==> config.mk <==
export PLATFORM = sky130hd
export DESIGN_NAME = cb_heep_boot_seq
export DESIGN_NICKNAME = d
export VERILOG_FILES = /design/src/rtl/cb_heep_boot_seq.sv
export SDC_FILE = /design/constraint.sdc
export NUM_CORES = 1
export LEC_CHECK = 0
export CORE_AREA = 2 2 79 81
export DETAILED_ROUTE_END_ITERATION = 10
export DIE_AREA = 0 0 81 83
export PLACE_DENSITY = 0.82
export SYNTH_ARGS = -nofsm -noshare
export SYNTH_HDL_FRONTEND = slang
export SYNTH_SLANG_ARGS = --single-unit
==> constraint.sdc <==
create_clock -name clk_i -period 2.5 [get_ports clk_i]
set_clock_uncertainty 0.1 [all_clocks]
set_input_delay 0.5 -clock clk_i [delete_from_list [all_inputs] [get_ports clk_i]]
set_output_delay 0.5 -clock clk_i [all_outputs]
set_load 0.1 [all_outputs]
==> src/rtl/cb_heep_boot_seq.sv <==
// -----------------------------------------------------------------------------
// cb_heep_boot_seq
//
// Boot-release sequencer for the multi-core CB-heep cluster. Cores spin in a
// boot wait loop until their exit-loop line is raised. On an accepted start
// this block walks the latched core mask in ascending index order. For every
// selected core it pulses that core's exit-loop line, then waits for the core
// to acknowledge. If a non-zero timeout is programmed and the core stays
// silent, the sequence stops with a sticky error. Any remaining cores are
// left parked in that case.
//
// Ports
//   clk_i        clock
//   rst_ni       asynchronous, active-low reset
//   start_i      single-cycle start request, ignored while busy_o=1
//   core_mask_i  cores to release, sampled on an accepted start
//   timeout_i    max WAIT_ACK cycles per core (0 = no timeout), sampled on start
//   core_ack_i   per-core level ack, high once the core has left its boot loop
//   exit_loop_o  exit-loop pulse, at most one bit high at a time
//   busy_o       high in every state except IDLE
//   done_o       one-cycle pulse at the end of a sequence (success or error)
//   error_o      sticky timeout flag, cleared by the next accepted start
//   err_core_o   index of the core that timed out, valid while error_o=1
//
// State      | meaning
// -----------+----------------------------------------------------------------
// S_IDLE     | waiting for start_i
// S_SELECT   | examine mask[idx]: skip the core, pulse it, or finish at NCores
// S_PULSE    | exit_loop_o[idx] high for ExitPulseCycles cycles
// S_WAIT_ACK | wait for core_ack_i[idx], bounded by the programmed timeout
// S_DONE     | one-cycle done_o, back to idle
// S_ERROR    | one-cycle done_o with error_o/err_core_o set, back to idle
// -----------------------------------------------------------------------------
module cb_heep_boot_seq #(
    parameter int unsigned NCores          = 3,
    parameter int unsigned TimeoutW        = 16,
    parameter int unsigned ExitPulseCycles = 4,
    localparam int unsigned ErrW = (NCores > 1) ? $clog2(NCores) : 1
) (
    input  logic                clk_i,
    input  logic                rst_ni,
    input  logic                start_i,
    input  logic [NCores-1:0]   core_mask_i,
    input  logic [TimeoutW-1:0] timeout_i,
    input  logic [NCores-1:0]   core_ack_i,
    output logic [NCores-1:0]   exit_loop_o,
    output logic                busy_o,
    output logic                done_o,
    output logic                error_o,
    output logic [ErrW-1:0]     err_core_o
);

    // idx must be able to hold NCores itself: that value is the end marker.
    localparam int unsigned IdxW = $clog2(NCores + 1);
    localparam int unsigned PcW  = $clog2(ExitPulseCycles + 1);

    typedef enum logic [2:0] {
        S_IDLE     = 3'd0,
        S_SELECT   = 3'd1,
        S_PULSE    = 3'd2,
        S_WAIT_ACK = 3'd3,
        S_DONE     = 3'd4,
        S_ERROR    = 3'd5
    } state_t;

    state_t              r_state;
    state_t              w_state_nxt;

    logic [IdxW-1:0]     r_idx;
    logic [IdxW-1:0]     w_idx_nxt;
    logic [PcW-1:0]      r_pcnt;
    logic [PcW-1:0]      w_pcnt_nxt;
    logic [TimeoutW-1:0] r_timer;
    logic [TimeoutW-1:0] w_timer_nxt;
    logic [NCores-1:0]   r_mask;
    logic [NCores-1:0]   w_mask_nxt;
    logic [TimeoutW-1:0] r_timeout;
    logic [TimeoutW-1:0] w_timeout_nxt;
    logic                r_error;
    logic                w_error_nxt;
    logic [ErrW-1:0]     r_err_core;
    logic [ErrW-1:0]     w_err_core_nxt;

    logic                w_sel_mask;
    logic                w_sel_ack;
    logic                w_timeout_hit;

    // Per-index selection of mask and ack. Written as a compare loop so that
    // idx == NCores (the end marker) never indexes past the vectors.
    always_comb begin
        w_sel_mask = 1'b0;
        w_sel_ack  = 1'b0;
        for (int i = 0; i < int'(NCores); i++) begin
            if (r_idx == IdxW'(i)) begin
                w_sel_mask = r_mask[i];
                w_sel_ack  = core_ack_i[i];
            end
        end
    end

    // Expires on the timeout-th WAIT_ACK cycle. The timer starts at 0 there.
    assign w_timeout_hit = (r_timeout != '0) &&
                           (r_timer == (r_timeout - TimeoutW'(1)));

    // State register
    always_ff @(posedge clk_i or negedge rst_ni) begin
        if (!rst_ni) begin
            r_state <= S_IDLE;
        end else begin
            r_state <= w_state_nxt;
        end
    end

    // Datapath registers
    always_ff @(posedge clk_i or negedge rst_ni) begin
        if (!rst_ni) begin
            r_idx      <= '0;
            r_pcnt     <= '0;
            r_timer    <= '0;
            r_mask     <= '0;
            r_timeout  <= '0;
            r_error    <= 1'b0;
            r_err_core <= '0;
        end else begin
            r_idx      <= w_idx_nxt;
            r_pcnt     <= w_pcnt_nxt;
            r_timer    <= w_timer_nxt;
            r_mask     <= w_mask_nxt;
            r_timeout  <= w_timeout_nxt;
            r_error    <= w_error_nxt;
            r_err_core <= w_err_core_nxt;
        end
    end

    // Next-state and datapath update
    always_comb begin
        w_state_nxt    = r_state;
        w_idx_nxt      = r_idx;
        w_pcnt_nxt     = r_pcnt;
        w_timer_nxt    = r_timer;
        w_mask_nxt     = r_mask;
        w_timeout_nxt  = r_timeout;
        w_error_nxt    = r_error;
        w_err_core_nxt = r_err_core;

        unique case (r_state)
            S_IDLE: begin
                if (start_i) begin
                    w_mask_nxt     = core_mask_i;
                    w_timeout_nxt  = timeout_i;
                    w_idx_nxt      = '0;
                    w_error_nxt    = 1'b0;
                    w_err_core_nxt = '0;
                    w_state_nxt    = S_SELECT;
                end
            end

            S_SELECT: begin
                if (r_idx == IdxW'(NCores)) begin
                    w_state_nxt = S_DONE;
                end else if (w_sel_mask) begin
                    w_pcnt_nxt  = '0;
                    w_timer_nxt = '0;
                    w_state_nxt = S_PULSE;
                end else begin
                    w_idx_nxt = r_idx + IdxW'(1);
                end
            end

            // The pulse length is fixed. An early ack is seen only in WAIT_ACK.
            S_PULSE: begin
                if (r_pcnt == PcW'(ExitPulseCycles - 1)) begin
                    w_state_nxt = S_WAIT_ACK;
                end else begin
                    w_pcnt_nxt = r_pcnt + PcW'(1);
                end
            end

            // The ack is tested before the timeout, so an ack wins a tie.
            S_WAIT_ACK: begin
                if (r_timer != '1) begin
                    w_timer_nxt = r_timer + TimeoutW'(1);
                end
                if (w_sel_ack) begin
                    w_idx_nxt   = r_idx + IdxW'(1);
                    w_state_nxt = S_SELECT;
                end else if (w_timeout_hit) begin
                    w_error_nxt    = 1'b1;
                    w_err_core_nxt = r_idx[ErrW-1:0];
                    w_state_nxt    = S_ERROR;
                end
            end

            S_DONE:  w_state_nxt = S_IDLE;
            S_ERROR: w_state_nxt = S_IDLE;

            default: w_state_nxt = S_IDLE;
        endcase
    end

    // Outputs decode the registered state. Reset therefore drops exit_loop_o
    // asynchronously and suppresses done_o.
    always_comb begin
        exit_loop_o = '0;
        for (int i = 0; i < int'(NCores); i++) begin
            exit_loop_o[i] = (r_state == S_PULSE) && (r_idx == IdxW'(i));
        end
    end

    assign busy_o     = (r_state != S_IDLE);
    assign done_o     = (r_state == S_DONE) || (r_state == S_ERROR);
    assign error_o    = r_error;
    assign err_core_o = r_err_core;

endmodule
== After elaboration in Yosys (flattened, before gate mapping) ==
Index checks and enable logic that the tools add are counted.

* Flip-flop bits (word level): 46
* Bits of input ports: 25
* Output and inout port bits: 8
* Word-level logic and storage cells: 87

* Reductions and logical operators: 19
* Multiplexer cells: 33
* $add $sub $neg: 4
* Eq/ne operators: 23

{| class="wikitable"
|+ Operators with widths
! kind !! number
|-
| $mux W16 || 3
|-
| $pmux W16 S2 || 1
|-
| $mux W3 || 9
|-
| $ne A2 B2 Y1 const B || 10
|-
| $add A16 B1 Y16 const B || 1
|-
| $eq A16 B16 Y1 || 1
|-
| $ne A16 B16 Y1 const B || 1
|-
| $reduce_and A4 Y1 || 4
|-
| $reduce_bool A16 Y1 || 1
|-
| $sub A16 B1 Y16 const B || 1
|-
| $mux W2 || 6
|-
| $pmux W3 S4 || 1
|-
| $eq A3 B2 Y1 const B || 3
|-
| $mux W1 || 9
|-
| $eq A3 B3 Y1 const B || 2
|-
| $ne A3 B3 Y1 const B || 2
|-
| $pmux W2 S3 || 1
|-
| $pmux W3 S2 || 1
|-
| $reduce_bool A2 Y1 || 3
|-
| $reduce_bool A3 Y1 || 2
|-
| $reduce_and A5 Y1 || 1
|-
| $eq A2 B2 Y1 const B || 2
|-
| $logic_and A1 B1 Y1 || 4
|-
| $pmux W2 S2 || 1
|-
| other kinds (9) || 9
|}

== Longest topological paths before layout ==
* Depth in word-level cells: 7
* Gate-level depth with buffers: 11
* Mapped depth without buffers: 9

== Least setup slack after synthesis ==
OpenSTA, ideal clock, no wires.

* Kind: reg2out
* Start: register r_idx[0]
* End: output exit_loop_o[2]
* Path buffers: 0
* Arrival time: 2.816 ns
* Stages on the path, launching flop included: 5
* Setup slack: -0.916 ns
* Path through: dfrtp_1 -> inv_1 -> ha_1 -> inv_1 -> nor3_1

* Longest elaborated chain between the ends: 2

{| class="wikitable"
|+ RTL lines
! what !! RTL line !! text
|-
| start: declaration || 69 || <nowiki>logic [IdxW-1:0] r_idx;</nowiki>
|-
| start signal: assignment || 125 || <nowiki>r_idx <= w_idx_nxt;</nowiki>
|-
| $eq A2 B2 Y1 || 206 || <nowiki>exit_loop_o[i] = (r_state == S_PULSE) && (r_idx == IdxW'(i));</nowiki>
|-
| $logic_and A1 B1 Y1 || 206 ||
|-
| end: declaration || 46 || <nowiki>output logic [NCores-1:0] exit_loop_o,</nowiki>
|}

Every way passes these cells.

== Final worst setup path ==
* Start: register r_timeout[8]
* End: register r_state[1]

* Longest elaborated chain between the ends: 5
* Elaborated cells between the ends (all ways): 6
* Those cells by class: add/sub (1); eq/ne (2); reduce/logical (3)

{| class="wikitable"
|+ RTL lines
! what !! RTL line !! text
|-
| start: declaration || 77 || <nowiki>logic [TimeoutW-1:0] r_timeout;</nowiki>
|-
| start signal: assignment || 129 || <nowiki>r_timeout <= w_timeout_nxt;</nowiki>
|-
| $sub A16 B1 Y16 || 103 || <nowiki>(r_timer == (r_timeout - TimeoutW'(1)));</nowiki>
|-
| $eq A16 B16 Y1 || 103 ||
|-
| $logic_and A1 B1 Y1 (*) || 102 || <nowiki>assign w_timeout_hit = (r_timeout != '0) &&</nowiki>
|-
| $ne A3 B3 Y1 (no source line) (*) || n/a ||
|-
| $reduce_and A4 Y1 (no source line) (*) || n/a ||
|-
| end signal: assignment || 110 || <nowiki>r_state <= w_state_nxt;</nowiki>
|-
| end: declaration || 66 || <nowiki>state_t r_state;</nowiki>
|}

Every way passes the cells marked *; elsewhere a longest branch is shown, timed or not.
A chain may end at the register's enable or synchronous reset.

==> flow_summary.ini <==
[cells_and_area]
num-fill-cells = 485
layout_commonest_cell = dfrtp_1
design_area_sq_um = 3685
drive_above_1_share_pct = 25.21
antenna_cells = 0
final_cells = 436
area_growth_pct = 28.43
nets = 393
final_cell_mix = dfrtp_1 (46), buf_4 (35), nor2_1 (32), nand2_1 (23), clkdlybuf4s50_1 (23)

[routing]
post_drt_wl_per_cell_microns = 15.56
vias = 2469
drtPass1Iterations = 4
vias_per_cell = 5.663
drt_iter0_drc = 232
drc = 0
route.antenna.remaining_nets = 0
finalWirelength_microns = 6785

[pwr]
power_density_nw_per_um2 = 1066
sw_frac_of_total_pct = 42.92
vdd_ir_drop_max_v = 0.0009650
power_leakage_nw = 1.547
p_clk_share_pct = 12.3
p_switching_mw = 1.685
p_int_mw = 2.242
pwr-share-seq_pct = 30.7
p_comb_share_pct = 57.0

[yosys]
synth_area_sq_um = 2869
synth_area_leaders = dfrtp_1 (40%), mux2_2 (8.2%), nor2_1 (4.3%)
yosysWarningCount = 0
yosysUniqueCellTypes = 56
netlist.area_leader.share_pct = 40.12
yosysTopAreaCell = dfrtp_1
yosysSeqAreaShare_pct = 40.12
synth_edf_count = 0
synth-seq-cells = 46
ys.flop_type = dfrtp_1
syn_inst = 306
synth_area_per_cell_sq_um = 9.376
synthArstFlopShare_pct = 100.0
syn_nets = 339

[grt]
gr-total-overflow = 0
met1_usage_pct = 27.03
use_met2_pct = 35.31
use_met3_pct = 4.891
track_usage_pct = 21.20
grt_max_degree = 25
top_usage_layer = met2
antenna_found_initial = 0
grt_pass1_wl_microns = 11290
grt_pass1_vias = 2493

[die]
die_area_sq_um = 6723
ios = 33
rows = 28
coreArea_sq_um = 5816
initial_utilization_pct = 49.33
die_h_microns = 83
die_w_microns = 81

[run_status]
violations = setup timing
status = finished, violations left

[cts]
clock_latency_ps = 300
hold_buffers = 0
numCtsBuffers = 5
numClockSinks = 46
cts_setup_buffers = 0
clk_path_buf_depth = 2
cts-root-buf = clkbuf_8
htreeDepth = 2
cts_tree = built
clk_pin_slew_ps = 80

[setup_path]
worstPathArrival_ps = 2690
start_kind = flip-flop
max_stage_delay_ps = 580
criticalPathCategory = reg2reg
crit_path_start = r_timeout[8]
crit_fanout = 3
r2r_start = r_timeout[8]
crit_path_end_kind = flip-flop
crit_chain = or4_1 -> or4_4 -> o21ai_2 -> a21bo_1 -> nor4_4 -> nand2_1 -> o2bb2ai_1
critPathSlowestCell = or4_1
crit_required_ps = 2580
reg2reg_depth = 7

[sta]
finalMaxSlewViolations = 0
maxSlewHeadroom_pct = 62.66
setup_viol = 5
worstMarginPinSlew_ps = 560.2
rsz0062_at_grt = true
worst_slack_ps = -107.3
period_needed_ps = 2607
fmax_mhz = 383.5
hold_viol = 0
min_period_over_period_pct = 104.3

[placed_design]
port_buffers = 32
dp.cells = 428
placement.cell_area_sq_um = 3531
dp_hpwl_microns = 5035
gp_congestion = 0.8858

[worst_hold_path]
hold_class = in2async

[flow_run]
drv_cap = 0
## kinds of logic after synthesis
kind of cell	count (synthesis)	synth area share (%)
buffers and inverters	30	4.274
flip-flops	46	40.12
multiplexers	27	10.34
adder cells (fa/ha/maj)	8	3.489
XOR/XNOR	23	7.021
AND/OR/NAND/NOR	123	23.16
AO/OA/AOI/OAI	49	11.60
## worst max-delay path, delay by kind of cell, from the launching register on
family,cells,cell delay [ps]
AOI/OAI and AO/OA,3,450
DFF,1,380
and+or+nand+nor,4,1570
## sequential cells by signal, indices dropped and copies added (netlist names)
name / cells
r_idx: 2
r_pcnt: 3
r_timeout: 16
r_state: 3
err_core_o: 2
r_mask: 3
r_timer: 16
error_o: 1
## cell type report
cell class / instances / area [sq um] / area share, %
sequential: 46 / 1151 / 31.24
multi-input combinational: 230 / 1685 / 45.74
clock buffer: 7 / 86.33 / 2.343
timing repair buffer: 65 / 618.1 / 16.77
clock inverter: 1 / 5.005 / 0.1358
tap: 75 / 93.84 / 2.547
inverter: 12 / 45.04 / 1.222
## final timing paths
| check | to | slack, ps |
|---|---|---|
| min in group clk_i | r_pcnt[0] | 410 |
| min | r_timeout[7] | 80 |
| max reg2reg | r_state[1] | -110 |
| max | r_state[1] | -110 |
| min reg2reg | r_pcnt[0] | 410 |
| max in group asynchronous | r_state[0] | 1710 |
## Yosys cell counts (all sizes together) (2+ instances only)
cell type / instances
o21ai: 16
xor2: 11
nor2b: 3
or3: 5
dfrtp: 46
nand4: 8
and2: 4
ha: 8
mux2: 21
nand2: 23
nand2b: 6
a21o: 2
nor3: 11
or4: 4
clkbuf: 14
a31oi: 2
nor3b: 2
mux2i: 6
buf: 4
a22o: 3
nand3: 8
a21oi: 9
a311oi: 2
inv: 12
xnor2: 12
nand3b: 4
o21bai: 3
nor2: 33
nor4: 4
## routing by layer
metal  wire length [microns]  vias to the layer above
met3                     342                       17
li1                        -                     1189
met1                    2935                     1191
met4                     168                        0
met2                    3338                       72
met5                       0                        -
## through the flow
step | power (mW) | hold WS, ps | setup slack (ps) | util, % | TNS, ps
finish | 3.927 | 75.53 | -107.3 | 63.36 | -439.4
global route | 4.222 | 116.6 | -202.3 | 63.36 | -871.9
CTS | 3.870 | 93.10 | -121.4 | 62.39 | -428.4
detailed placement | 3.369 | 405.0 | -123.3 | 60.71 | -426.7
global placement | 3.276 | 378.2 | -59.30 | 60.71 | -128.3
floorplan | 2.632 | 104.4 | -164.1 | - | -673.6
## power groups by stage
stage / Clock [mW] / Sequential [mW] / Combinational, mW
6_report: 0.482 / 1.21 / 2.24
5_1_grt: 0.526 / 1.25 / 2.45
4_1_cts: 0.490 / 1.20 / 2.18
3_5_place_dp: 0 / 1.22 / 2.15
3_3_place_gp: 0 / 1.19 / 2.08
2_1_floorplan: 0 / 1.17 / 1.46
## repair_timing
| item | CTS | global route |
|---|---|---|
| resized for setup | 1 | 11 |
| pin swaps | 4 | 7 |
| cloned | 0 | 0 |
| endpoints found under the setup margin | 8 | 18 |
Power figures use the tool's default switching activity.
